**config.mk**
```make
export PLATFORM = sky130hd
export DESIGN_NAME = toy_bus_req_fifo
export DESIGN_NICKNAME = d
export VERILOG_FILES = /design/src/rtl/toy_bus_req_fifo.sv
export SDC_FILE = /design/constraint.sdc
export NUM_CORES = 1
export LEC_CHECK = 0
export CAP_MARGIN = 20
export CORE_MARGIN = 5
export CORE_UTILIZATION = 45
export CTS_BUF_LIST = sky130_fd_sc_hd__clkbuf_8
export DETAILED_ROUTE_END_ITERATION = 12
export GPL_TIMING_DRIVEN = 0
export PLACE_DENSITY = 0.65
export SETUP_SLACK_MARGIN = 0.1
export SYNTH_ARGS = -nofsm -noshare
export SYNTH_HDL_FRONTEND = slang
export SYNTH_SLANG_ARGS = --single-unit
```
**constraint.sdc**
```tcl
create_clock -name clk -period 12.5 [get_ports clk]
set_input_delay 2.5 -clock clk [delete_from_list [all_inputs] [get_ports clk]]
set_output_delay 2.5 -clock clk [all_outputs]
set_load 0.005 [all_outputs]
```
**src/rtl/toy_bus_req_fifo.sv**
```systemverilog
// toy_bus_req_fifo: in-order request buffer between the LSU/debug arbiter and
// the target-side bus stage. in_rdy and out_vld come straight from flops, so
// out_rdy never reaches the arbiter combinationally.
module toy_bus_req_fifo #(
  parameter  int unsigned DEPTH = 4,
  localparam int unsigned CW    = $clog2(DEPTH) + 1
) (
  input  logic          clk,
  input  logic          rst,
  input  logic          in_vld,
  output logic          in_rdy,
  input  logic [31:0]   in_addr,
  input  logic [3:0]    in_strb,
  input  logic [31:0]   in_data,
  input  logic          in_opcode,
  input  logic [3:0]    in_src_id,
  input  logic [3:0]    in_tgt_id,
  output logic          out_vld,
  input  logic          out_rdy,
  output logic [31:0]   out_addr,
  output logic [3:0]    out_strb,
  output logic [31:0]   out_data,
  output logic          out_opcode,
  output logic [3:0]    out_src_id,
  output logic [3:0]    out_tgt_id,
  output logic [CW-1:0] count
);

  localparam int unsigned AW = $clog2(DEPTH);
  localparam int unsigned PW = 77;

  logic [PW-1:0] r_mem [DEPTH];
  logic [AW-1:0] r_wp;
  logic [AW-1:0] r_rp;
  logic [CW-1:0] r_count;
  logic          r_in_rdy;
  logic          r_out_vld;

  logic          w_push;
  logic          w_pop;
  logic [CW-1:0] w_count_nxt;
  logic [PW-1:0] w_in_payload;
  logic [PW-1:0] w_head;

  assign w_push       = in_vld & r_in_rdy;
  assign w_pop        = r_out_vld & out_rdy;
  assign w_in_payload = {in_addr, in_strb, in_data, in_opcode, in_src_id, in_tgt_id};
  assign w_head       = r_mem[r_rp];

  // Next occupancy: simultaneous push and pop cancel out.
  always_comb begin
    w_count_nxt = r_count;
    case ({w_push, w_pop})
      2'b10:   w_count_nxt = r_count + CW'(1);
      2'b01:   w_count_nxt = r_count - CW'(1);
      default: w_count_nxt = r_count;
    endcase
  end

  // Payload storage; the slot at wp is written on every accepted push.
  always_ff @(posedge clk or posedge rst) begin
    if (rst) begin
      for (int i = 0; i < int'(DEPTH); i++) begin
        r_mem[i] <= '0;
      end
    end else if (w_push) begin
      r_mem[r_wp] <= w_in_payload;
    end
  end

  // Pointers wrap naturally since DEPTH is a power of two.
  always_ff @(posedge clk or posedge rst) begin
    if (rst) begin
      r_wp <= '0;
      r_rp <= '0;
    end else begin
      if (w_push) r_wp <= r_wp + AW'(1);
      if (w_pop)  r_rp <= r_rp + AW'(1);
    end
  end

  // Occupancy plus flag flops precomputed from next occupancy.
  always_ff @(posedge clk or posedge rst) begin
    if (rst) begin
      r_count   <= '0;
      r_in_rdy  <= 1'b1;
      r_out_vld <= 1'b0;
    end else begin
      r_count   <= w_count_nxt;
      r_in_rdy  <= (w_count_nxt != CW'(DEPTH));
      r_out_vld <= (w_count_nxt != CW'(0));
    end
  end

  assign in_rdy     = r_in_rdy;
  assign out_vld    = r_out_vld;
  assign count      = r_count;
  assign out_addr   = w_head[76:45];
  assign out_strb   = w_head[44:41];
  assign out_data   = w_head[40:9];
  assign out_opcode = w_head[8];
  assign out_src_id = w_head[7:4];
  assign out_tgt_id = w_head[3:0];

endmodule

```
; Word-level counts from Yosys, hierarchy flattened
; Index checks and enable logic that the tools add are counted.
[totals]
output_inout_bits = 82
word_cells = 32
regBits = 317
[op_classes]
muxes = 7
add_sub_neg = 4
reduce_logical = 2
magnitude_cmp = 3
eq_ne = 3
n_bitwise = 4
[ops]
columns = cell, count
row1 = $bwmux 308, 1
row2 = $mux 77, 3
row3 = $bmux 77 s2, 1
row4 = $demux 77 s2, 1
row5 = $ge 3x3->1 const B, 2
row6 = $not 2->3, 2
row7 = $pmux 3 s2, 1
row8 = $add 2x1->2 const B, 2
row9 = $add 3x1->3 const B, 1
row10 = $lt 3x1->1 const B, 1
row11 = $ne 3x3->1 const B, 1
row12 = $reduce_bool 3->1, 1
row13 = $sub 3x1->3 const B, 1
row14 = $and 1x1->1, 2
row15 = $eq 2x1->1 const B, 1
row16 = $eq 2x2->1 const B, 1
row17 = $logic_and 1x1->1, 1

; Depth between registers and ports, before layout
[logic_depth]
depth_word = 6
depth_mapped = 7

; Worst setup path before layout
; OpenSTA, ideal clock, no wires.
[synth_path]
path_type = input to register
start = in in_vld
end = reg r_out_vld, in the netlist out_vld
stages = 7
required_time_ns = 12.358
n_path_buf = 1
t_arrival_ns = 3.864
setup_time_ns = 0.142
path_slack_ns = 8.494
cell_sequence = buf_4 nand2_1 ha_1 fa_1 xnor2_1 o21ai_0 o221ai_1
[synth_between]
elab_chain_len = 4
elab_cells_between_ends = 5
[synth_lines]
columns = item, line_no
row1 = "start, declared", 10  ; input logic in_vld,
row2 = $and 1x1->1 (*), 45  ; assign w_push = in_vld & r_in_rdy;
row3 = $eq 2x1->1 / $eq 2x2->1 (equally long branches), 53  ; case ({w_push, w_pop})
row4 = $pmux 3 s2 (*), 53
row5 = $reduce_bool 3->1 (*), 91  ; r_out_vld <= (w_count_nxt != CW'(0));
row6 = "end signal, assigned", 91
row7 = "end, declared", 37  ; logic r_out_vld;
; Mark *: on every way between the ends. The rest lies on a longest branch, timed or not.
; A chain may end at the register's enable or synchronous reset.

; Final worst setup path
[layout_path]
start = reg r_rp[1]
end = out out_addr[15]
[layout_between]
elab_chain_len = 4
[layout_lines]
columns = item, line_no
row1 = "start, declared", 34  ; logic [AW-1:0] r_rp;
row2 = "start signal, assigned", 78  ; if (w_pop) r_rp <= r_rp + AW'(1);
row3 = $not 2->3 (not written as such), 48  ; assign w_head = r_mem[r_rp];
row4 = $bmux 77 s2, 48
row5 = $mux 77 (not written as such) (2 in series), 48
row6 = "end, declared", 20  ; output logic [31:0] out_addr,
; Every way passes these cells. The select of a mux whose other input is x is not followed.

==> impl_metrics.toml <==
[cells_and_area]
stdcell_count = 1452
n_fill_cell = 2543
antennaDiodeCount = 0
mostFrequentLayoutCell = "dfrtp_1"
layout-area-overhead-vs-synth_pct = 23.80
design.final.nets = 1093
most-common-layout-cells = "dfrtp_1, mux2_2, clkdlybuf4s50_1"
post_route_cells_drive_above_1_share = 0.5133

[timing]
timing.slew.headroom = 0.5957
fin_worst_skew_ns = 0.01056
finalHoldViolations = 0
report.final.slew_viol_count = 0
timing.final.setup_violations = 0
setup_repair_after_global_routing_missed_its_margin = "false"
clock.fmax_mhz = 196.3
post-route-period-util = 0.4075
setup_tns_ns = 0
setup_ws_ns = 7.406
timing.final.crit_period_ns = 5.094
worst_margin_slew_ns = 0.6064

[critical_path]
crit_type = "flop to output port"
worstSetupEndpointType = "output port"
worst_setup_path_start_kind = "flop"
worstPathRequired_ns = 10.00
worst_ep_arrival_time_ns = 2.59
critPathMaxFanout = 10

[clocking]
cts_buffers = 54
postCtsResizedCells = 0
cts_tree = "done"
clock_latency_ns = 0.56
clk_pin_slew_ns = 0.06
clock_path_buffers = 3
cts_hold_buffers = 0
tritoncts_num_sinks = 317
setup_bufs_post_cts = 0
clockRootBuffer = "clkbuf_8"
cts_htree_levels = 2

[power_and_ir_drop]
p_per_area_mw_per_mm2 = 290.0
static_leakage_power_uw = 0.007859
peak_supply_drop_mv = 0.1230

[place]
routabilityCongestion = 0.7235
post-place-cells = 1352
hpwlAfterDp_um = 19400
port-buffer-count = 161
detailedPlace.worstSlack_ns = 7.981

[grt]
overflow = 0
antenna_found_initial = 1
global_route.usage.total = 0.1708
via_count_of_the_first_global_routing_pass = 8560
grt_first_pass_wirelength_um = 48430
grt_start_max_net_pins = 114

[die]
die-width_um = 188.2
total_die_area_mm2 = 0.03541
io-pin-count = 163
height_of_the_die_um = 188.2
floorplan.core_area_mm2 = 0.03147
initial_utilization = 0.4539
fp-row-count = 65

[synth]
synth_area_per_cell_um2 = 18.18
sequential_fraction_of_the_synthesis_area = 0.5553
yosys.area.top_type_share = 0.5535
synth.ff_latch_count = 317
synth.net_count = 873
netlist-cell-type-count = 22
post-synth-top-area-cell = "dfrtp_1"
synth.area.top_cells = "dfrtp_1, mux2_2, mux2_4"
mappedNetlistArea_mm2 = 0.01429
yosys_warnings = 0
syn-instance-count = 786

[drt]
total_vias_in_the_final_route = 7662
via_per_inst = 5.277
totalWireLength_um = 30090
detail_route.first_pass.iterations = 4
drt-wirelength-per-cell_um = 20.73
detail-route-antenna-nets = 0
detail_route.drc_violations = 0
dr.first_iter.drc_count = 232

[status]
run_status = "completed"

[hold_path]
min_path_type = "flop to flop"

[flow_run]
drv.max_cap_violation_count = 0
## registers in the layout (all words and copies together) (netlist names)
register  flops
r_mem       308
count         3
r_rp          2
r_wp          2
in_rdy        1
out_vld       1
## cells in the mapped netlist
cell,n
xor2_1,1
mux4_2,77
buf_4,13
nand2_1,2
mux2_4,120
inv_1,3
dfstp_2,1
and2_1,1
nor4bb_1,1
ha_1,5
buf_2,23
nand3_4,4
nor3b_1,2
a21oi_1,1
xnor2_1,5
buf_6,16
o21ai_0,2
dfrtp_1,316
or2_2,1
mux2_2,190
fa_1,1
o221ai_1,1
## stage by stage
step           utilization  power [uW]  hold slack (ns)  cell area [um^2]
5_1_grt             0.5620        5438           0.5119             17690
4_1_cts             0.5620        5212           0.5017             17690
3_3_place_gp        0.5211        4139           0.4817             16400
6_report            0.5620        5130           0.4990             17690
3_5_place_dp        0.5240        4174           0.4884             16490
2_1_floorplan            -        3259           0.4739             14290
## worst paths after layout
path / cells after the start / slack [ns] / to / startpoint
worst max register to register: 7 / 10.32 / out_vld$_DFF_PP0_ / in_rdy$_DFF_PP1_
min in group asynchronous: 2 / 2.28 / r_mem[255]$_DFFE_PP0P_ / rst
worst max-delay path: 5 / 7.41 / out_addr[15] / r_rp[1]$_DFFE_PP0P_
worst min-delay path: 1 / 0.50 / r_mem[52]$_DFFE_PP0P_ / r_mem[52]$_DFFE_PP0P_
max in group asynchronous: 4 / 9.08 / r_mem[292]$_DFFE_PP0P_ / rst
worst min register to register: 1 / 0.50 / r_mem[52]$_DFFE_PP0P_ / r_mem[52]$_DFFE_PP0P_
## layer usage
layer	part of all wire	routed length [um]	GRT usage	up-vias
met4	0.021	621	0.04263	2
met1	0.45	13650	0.2386	4042
met3	0.064	1922	0.05039	58
met5	0.00050	15	0	-
met2	0.46	13890	0.2657	165
li1	-	-	-	3395
## logic make-up after synthesis
group | count (synthesis) | synth area share
mux | 387 | 0.3972
flops | 317 | 0.5553
buf+inv | 55 | 0.02829
simple gates | 11 | 0.008057
xor+xnor | 6 | 0.003678
fa+ha+maj | 6 | 0.005780
compound gates | 4 | 0.001664
## critical path, stage by stage (launching register included)
cell	delay (ns)
dfrtp_1	0.32
buf_2	0.21
buf_4	0.28
buf_2	0.36
mux4_2	0.35
clkdlybuf4s50_1	0.51
## final cells by class
class,count,area (um^2),share of cell area
sequential,317,7934,0.4485
multi-input combinational,414,5949,0.3364
timing repair buffer,164,1694,0.09578
clock buffer,72,991.0,0.05602
tap,402,503.0,0.02844
buffer,52,392.9,0.02221
clock inverter,28,205.2,0.01160
inverter,3,18.77,0.001061
## where the power goes
group	total, uW	internal [uW]	switching, uW
Combinational	2310	1550	764
Sequential	1820	1560	259
Clock	1000	577	427
Total	5130	3680	1450
Power figures use the tool's default switching activity.
